===== config.mk =====
export PLATFORM = sky130hd
export DESIGN_NAME = bcd_seq_adder
export DESIGN_NICKNAME = d
export VERILOG_FILES = /design/src/rtl/bcd_pkg.sv /design/src/rtl/bcd_digit_add.sv /design/src/rtl/bcd_seq_adder.sv
export SDC_FILE = /design/constraint.sdc
export NUM_CORES = 1
export LEC_CHECK = 0
export ABC_AREA = 1
export BUFFER_PORTS_ARGS = -buffer_cell sky130_fd_sc_hd__buf_4
export CAP_MARGIN = 20
export CORE_UTILIZATION = 50
export DETAILED_ROUTE_END_ITERATION = 10
export PLACE_DENSITY_LB_ADDON = 0.12
export SYNTH_ARGS = -nofsm -noshare
export SYNTH_HDL_FRONTEND = slang
export SYNTH_SLANG_ARGS = --single-unit

===== constraint.sdc =====
create_clock -name clk -period 2.9 [get_ports clk]
set_input_delay 0.58 -clock clk [delete_from_list [all_inputs] [get_ports clk]]
set_output_delay 0.58 -clock clk [all_outputs]
set_load 0.1 [all_outputs]

===== src/rtl/bcd_pkg.sv =====
// bcd_pkg: shared definitions for the digit-serial BCD adder/subtractor.
//   - state encoding for the sequencer FSM
//   - BCD digit width and the constant nine used for nine's complement
//   - digit_ok(): true when a 4-bit digit is a legal BCD digit (0..9)
package bcd_pkg;

  localparam int          BCD_W    = 4;
  localparam logic [3:0]  BCD_NINE = 4'd9;

  typedef logic [1:0] state_t;
  localparam state_t ST_IDLE   = 2'd0;
  localparam state_t ST_ADD    = 2'd1;
  localparam state_t ST_NEGATE = 2'd2;
  localparam state_t ST_DONE   = 2'd3;

  function automatic logic digit_ok(input logic [BCD_W-1:0] d);
    return d <= BCD_NINE;
  endfunction

endpackage


===== src/rtl/bcd_digit_add.sv =====
// bcd_digit_add: combinational single-digit BCD adder.
//   a, b : BCD digits (0..9)
//   ci   : decimal carry in
//   s    : BCD sum digit
//   co   : decimal carry out
module bcd_digit_add
  import bcd_pkg::*;
(
  input  logic [BCD_W-1:0] a,
  input  logic [BCD_W-1:0] b,
  input  logic             ci,
  output logic [BCD_W-1:0] s,
  output logic             co
);

  logic [BCD_W:0] bin_sum;
  logic [BCD_W:0] adj_sum;

  always_comb begin
    bin_sum = {1'b0, a} + {1'b0, b} + {{BCD_W{1'b0}}, ci};
    // Anything past 9 (including a binary carry) wraps by adding 6,
    // which skips the six unused codes A..F.
    co      = (bin_sum > 5'd9);
    adj_sum = co ? (bin_sum + 5'd6) : bin_sum;
    s       = adj_sum[BCD_W-1:0];
  end

endmodule


===== src/rtl/bcd_seq_adder.sv =====
// bcd_seq_adder: digit-serial multi-digit BCD adder/subtractor.
//   clk, reset : clock, synchronous active-high reset
//   start      : request, accepted only in IDLE
//   sub        : 0 = a+b+cin, 1 = a-b (signed magnitude result)
//   cin        : decimal carry in (add only)
//   a, b       : packed BCD operands, digit 0 in bits [3:0]
//   busy       : high in every state but IDLE
//   done       : one-cycle completion pulse
//   s          : BCD result (magnitude when neg=1)
//   cout       : decimal carry out (add only)
//   neg        : subtract result negative
//   err        : an operand digit was > 9
module bcd_seq_adder
  import bcd_pkg::*;
#(
  parameter int DIGITS = 4
) (
  input  logic                  clk,
  input  logic                  reset,
  input  logic                  start,
  input  logic                  sub,
  input  logic                  cin,
  input  logic [4*DIGITS-1:0]   a,
  input  logic [4*DIGITS-1:0]   b,
  output logic                  busy,
  output logic                  done,
  output logic [4*DIGITS-1:0]   s,
  output logic                  cout,
  output logic                  neg,
  output logic                  err
);

  localparam int IDX_W = (DIGITS > 1) ? $clog2(DIGITS) : 1;
  localparam logic [IDX_W-1:0] LAST_IDX = IDX_W'(DIGITS - 1);

  typedef logic [DIGITS-1:0][BCD_W-1:0] dig_vec_t;

  state_t           state_q, state_d;
  dig_vec_t         a_q, a_d, b_q, b_d, s_q, s_d;
  logic [IDX_W-1:0] idx_q, idx_d;
  logic             sub_q, sub_d;
  logic             carry_q, carry_d;
  logic             cout_q, cout_d;
  logic             neg_q, neg_d;
  logic             err_q, err_d;

  dig_vec_t         a_in, b_in;
  logic             in_bad;
  logic [BCD_W-1:0] cell_a, cell_b, cell_s;
  logic             cell_co;
  logic             last_dig;

  assign a_in     = a;
  assign b_in     = b;
  assign last_dig = (idx_q == LAST_IDX);

  always_comb begin
    in_bad = 1'b0;
    for (int i = 0; i < DIGITS; i++)
      if (!digit_ok(a_in[i]) || !digit_ok(b_in[i])) in_bad = 1'b1;
  end

  // One adder cell shared by both passes. ADD uses a + (b or 9-b);
  // NEGATE rewrites the result in place as its ten's complement.
  always_comb begin
    cell_a = a_q[idx_q];
    cell_b = sub_q ? (BCD_NINE - b_q[idx_q]) : b_q[idx_q];
    if (state_q == ST_NEGATE) begin
      cell_a = BCD_NINE - s_q[idx_q];
      cell_b = '0;
    end
  end

  bcd_digit_add u_cell (
    .a  (cell_a),
    .b  (cell_b),
    .ci (carry_q),
    .s  (cell_s),
    .co (cell_co)
  );

  // Next-state logic
  always_comb begin
    state_d = state_q;
    case (state_q)
      ST_IDLE:   if (start) state_d = in_bad ? ST_DONE : ST_ADD;
      // In subtract, no final carry means a < b: result needs negation.
      ST_ADD:    if (last_dig) state_d = (sub_q && !cell_co) ? ST_NEGATE : ST_DONE;
      ST_NEGATE: if (last_dig) state_d = ST_DONE;
      default:   state_d = ST_IDLE;
    endcase
  end

  // Datapath next values
  always_comb begin
    a_d     = a_q;
    b_d     = b_q;
    s_d     = s_q;
    idx_d   = idx_q;
    sub_d   = sub_q;
    carry_d = carry_q;
    cout_d  = cout_q;
    neg_d   = neg_q;
    err_d   = err_q;
    case (state_q)
      ST_IDLE: if (start) begin
        a_d     = a_in;
        b_d     = b_in;
        sub_d   = sub;
        carry_d = sub ? 1'b1 : cin;  // +1 turns nine's complement into ten's
        s_d     = '0;
        idx_d   = '0;
        cout_d  = 1'b0;
        neg_d   = 1'b0;
        err_d   = in_bad;
      end
      ST_ADD: begin
        s_d[idx_q] = cell_s;
        carry_d    = cell_co;
        idx_d      = idx_q + 1'b1;
        if (last_dig) begin
          idx_d = '0;
          if (!sub_q)        cout_d  = cell_co;
          else if (!cell_co) carry_d = 1'b1;
        end
      end
      ST_NEGATE: begin
        s_d[idx_q] = cell_s;
        carry_d    = cell_co;
        idx_d      = idx_q + 1'b1;
        if (last_dig) begin
          idx_d = '0;
          neg_d = 1'b1;
        end
      end
      default: ;
    endcase
  end

  always_ff @(posedge clk) begin
    if (reset) begin
      state_q <= ST_IDLE;
      a_q     <= '0;
      b_q     <= '0;
      s_q     <= '0;
      idx_q   <= '0;
      sub_q   <= 1'b0;
      carry_q <= 1'b0;
      cout_q  <= 1'b0;
      neg_q   <= 1'b0;
      err_q   <= 1'b0;
    end else begin
      state_q <= state_d;
      a_q     <= a_d;
      b_q     <= b_d;
      s_q     <= s_d;
      idx_q   <= idx_d;
      sub_q   <= sub_d;
      carry_q <= carry_d;
      cout_q  <= cout_d;
      neg_q   <= neg_d;
      err_q   <= err_d;
    end
  end

  // Outputs: all decoded from flops only
  always_comb begin
    busy = (state_q != ST_IDLE);
    done = (state_q == ST_DONE);
    s    = s_q;
    cout = cout_q;
    neg  = neg_q;
    err  = err_q;
  end

endmodule


==> reports/summary.txt <==
==================================================================================================
R2r worst-path depth                                                                            17
Layout overhead on the synthesized area                                                      31.6%
Longest Clk Path Bufs                                                                            2
All-layer global routing usage                                                               27.2%
Signal arrival time at the worst endpoint                                                  3.18 ns
Final weighted congestion in routability-driven placement                                     1.03
Worst-case hold path end point                                                             b_q[11]
Average cell area after synthesis                                                       7.07 sq um
Hold depth                                                                                       2
Detailed placement HPWL                                                               6120 microns
CTS Root Buffer Type                                                                      clkbuf_8
Drt drc                                                                                          0
Setup CP Type                                                                         flop to flop
Main area contributors after synthesis                                                dfxtp_1 37%, nor2_1 9.8%, nand2_1 9.5%, o21ai_0 9.5%, ha_1 6.0%
Share of async-settable or async-resettable flops after synthesis                               0%
Post-synth EDFFs                                                                                 0
Setup slack of the worst register-to-register path                                        -0.07 ns
Number of rows created at floorplan                                                             28
Cell type of the slowest stage on the worst timing path                                       fa_2
CP Launch Point                                                                           idx_q[0]
Largest net degree at the start of global routing                                               38
Initial detailed-routing violation count                                                       185
Final hold violations                                                                            0
Vias in the first global route                                                                3018
Num CTS Buffers                                                                                  9
Detail-routed net length per standard cell                                            13.8 microns
Post-synth cell types                                                                           32
Setup Skew                                                                               0.0110 ns
Layer with the highest usage after global routing                                             met2
Crit path max fanout                                                                             7
CTS tree                                                                                     built
Area fraction in compound gates after synthesis                                              21.7%
Max transition margin                                                                        37.7%
Fraction of final layout cells sized beyond drive strength 1                                 31.5%
Aggregate routed wire length                                                          8200 microns
Achievable frequency                                                                       337 MHz
Number of inserted diodes                                                                        0
Post-layout worst setup margin                                                          -0.0656 ns
Global-route track usage on met2                                                             43.3%
Cell repeated most along the worst path                                                    nand2_2
Yosys warning total                                                                              0
Insertion delay of the later-clocked pin in the worst-skew pair                            0.34 ns
Simple logic cell fraction of the synthesized area                                           27.5%
Overall overflow remaining after global route                                                    0
Mapped cell area                                                                        3110 sq um
Synthesized instance count                                                                     440
CTS Hold Buffers Added                                                                           0
Via density per instance                                                                      5.44
Commonest cells in the netlist                                                        81 x nor2_1, 79 x nand2_1, 59 x o21ai_0
RSZ-0062 raised after global routing                                                          true
Actual slew at the worst max-slew pin                                                     0.933 ns
Post-synthesis sequential element count                                                         57
Number of nets in the layout                                                                   570
Total number of vias                                                                          3241
Global-route track usage on met1                                                             36.5%
Number of detailed-routing iterations run before antenna repair                                  6
Mapped Nets                                                                                    494
Count of port buffers added during placement                                                    57
Kind of end point of the critical path                                                        flop
Clock transition time at the flip-flop clock pins of the worst setup and hold paths        0.07 ns
Global-route wire length before repair                                                13600 microns
Antenna Nets Post-Route                                                                          0
Fraction of the cycle the final worst path needs                                              102%
Top FF cell, synth                                                                         dfxtp_1
Library cell with the highest instance count after synthesis                                nor2_1
Core footprint                                                                          5960 sq um
Worst stage delay on the critical path                                                     0.57 ns
Worst hold-check path type                                                            flop to flop
Slew Viols, Final                                                                                0
Starting density of the core                                                                 52.2%
Largest area contributor in the synthesized netlist                                        dfxtp_1
Die area                                                                                6540 sq um
Startpoint type of the worst setup path                                                       flop
Cell chain of the critical path                                                       inv_6, nand2_2, a32o_2, o21ai_2, a21oi_2, fa_2, fa_2, inv_2, ha_4, inv_2, nor2_2, a21oi_2, nand2_2, nand2_4, nand2_2, nand3_1, a21oi_1
Htree depth                                                                                      3
Beginning of the worst hold path                                                           b_q[11]
Worst R2R End                                                                                 s[6]
Status                                                                                finished with violations
Crit path time final                                                                       2.97 ns
Worst path required time                                                                   3.11 ns
Sink count of the clock tree                                                                    57
Pre-CTS setup slack                                                                      -0.195 ns
Largest family of logic cells by synthesized area                                     simple AND/OR/NAND/NOR gates
MaxCap Viol Count                                                                                0
Number of setup violations in the final report                                                  14
Width of the die                                                                      80.9 microns
GR met3 Demand/Resource                                                                      5.51%
Share of the synthesized area in the top cell type                                           36.7%
Proportion of synthesized chip area in sequential cells                                      36.7%
Multiplexer area fraction after synthesis                                                       0%
Failing checks                                                                        setup timing
Parity-gate share of the synthesized area counting xor and xnor cells                           0%
FF-to-FF Start                                                                            idx_q[0]
Die Y                                                                                 80.9 microns
Area share of fa/ha/maj cells after synthesis                                                7.32%
Antenna violations before repair                                                                 0
I/O Pins                                                                                        58
==================================================================================================
-- sequential cells by signal, summed over array words and instances (netlist names) --
| signal | cells |
|---|---|
| a_q | 16 |
| b_q | 16 |
| carry_q | 1 |
| cout | 1 |
| err | 1 |
| idx_q | 2 |
| neg | 1 |
| s | 16 |
| state_q | 2 |
| sub_q | 1 |
-- placed cells by master, fill, tap and decap left out, types with 9 or more instances in the layout --
master    synthesis  final
a21oi_1          35     31
buf_4             2     81
clkbuf_8          0     10
dfxtp_1          57     43
dfxtp_2           0     10
ha_1             15     14
inv_1            24     19
nand2_1          79     74
nand2_2           7      9
nand3_1          21     15
nor2_1           81     80
o21ai_0          59     56
-- cell type report --
class | count | area (sq um)
well taps | 75 | 93.8
fillers | 525 | 1860
repair buffers | 86 | 673
flip-flops and latches | 57 | 1170
clock inverters | 4 | 23.8
multi-input cells | 334 | 1860
inverters | 28 | 110
clock buffers | 12 | 166
-- critical path, delay by kind of cell (launching register included) --
family,cells,cell delay [ns]
DFF,1,0.38
buffers and inverters,3,0.20
AOI/OAI and AO/OA,5,0.64
and+or+nand+nor,6,0.51
adders and majority gates,3,1.11
-- kinds of logic after synthesis --
group,Yosys count
AND/OR/NAND/NOR,199
AO/OA/AOI/OAI,118
flip-flops,57
buffers and inverters,49
adder cells (fa/ha/maj),17
-- through the flow --
stage	util [%]	hold slack [ns]	instance area [sq um]	TNS [ns]	std cells
floorplan	-	0.429	3150	0	440
global placement	63.3	0.447	3770	-1.41	578
detailed placement	63.3	0.452	3770	-2.42	578
CTS	67.4	0.461	4020	-0.0180	596
global route	68.7	0.494	4090	-2.23	596
finish	68.7	0.462	4090	-0.544	596
-- how the worst max path moves through the flow --
stage	end	slack (ns)	cells past startpoint
finish	s[6]	-0.07	17
global route	s[3]	-0.19	17
CTS	s[5]	-0.009	20
detailed placement	s[15]	-0.20	18
global placement	state_q[0]	-0.11	19
floorplan	s[1]	0.005	17
-- repair_timing --
item                       4_1_cts  5_1_grt
setup endpoints to repair       15       15
buffers inserted                 2        0
gates resized for setup         16       23
pin swaps                        1        8
-- metal layers --
metal / vias up / wire [microns]
li1: 1621 / -
met1: 1470 / 3870
met2: 131 / 3620
met5: - / 0
met4: 0 / 169
met3: 19 / 545
Power is left out: the tool's default activity adds up to more than one toggle a clock period on the data nets, which glitch-free logic cannot reach.
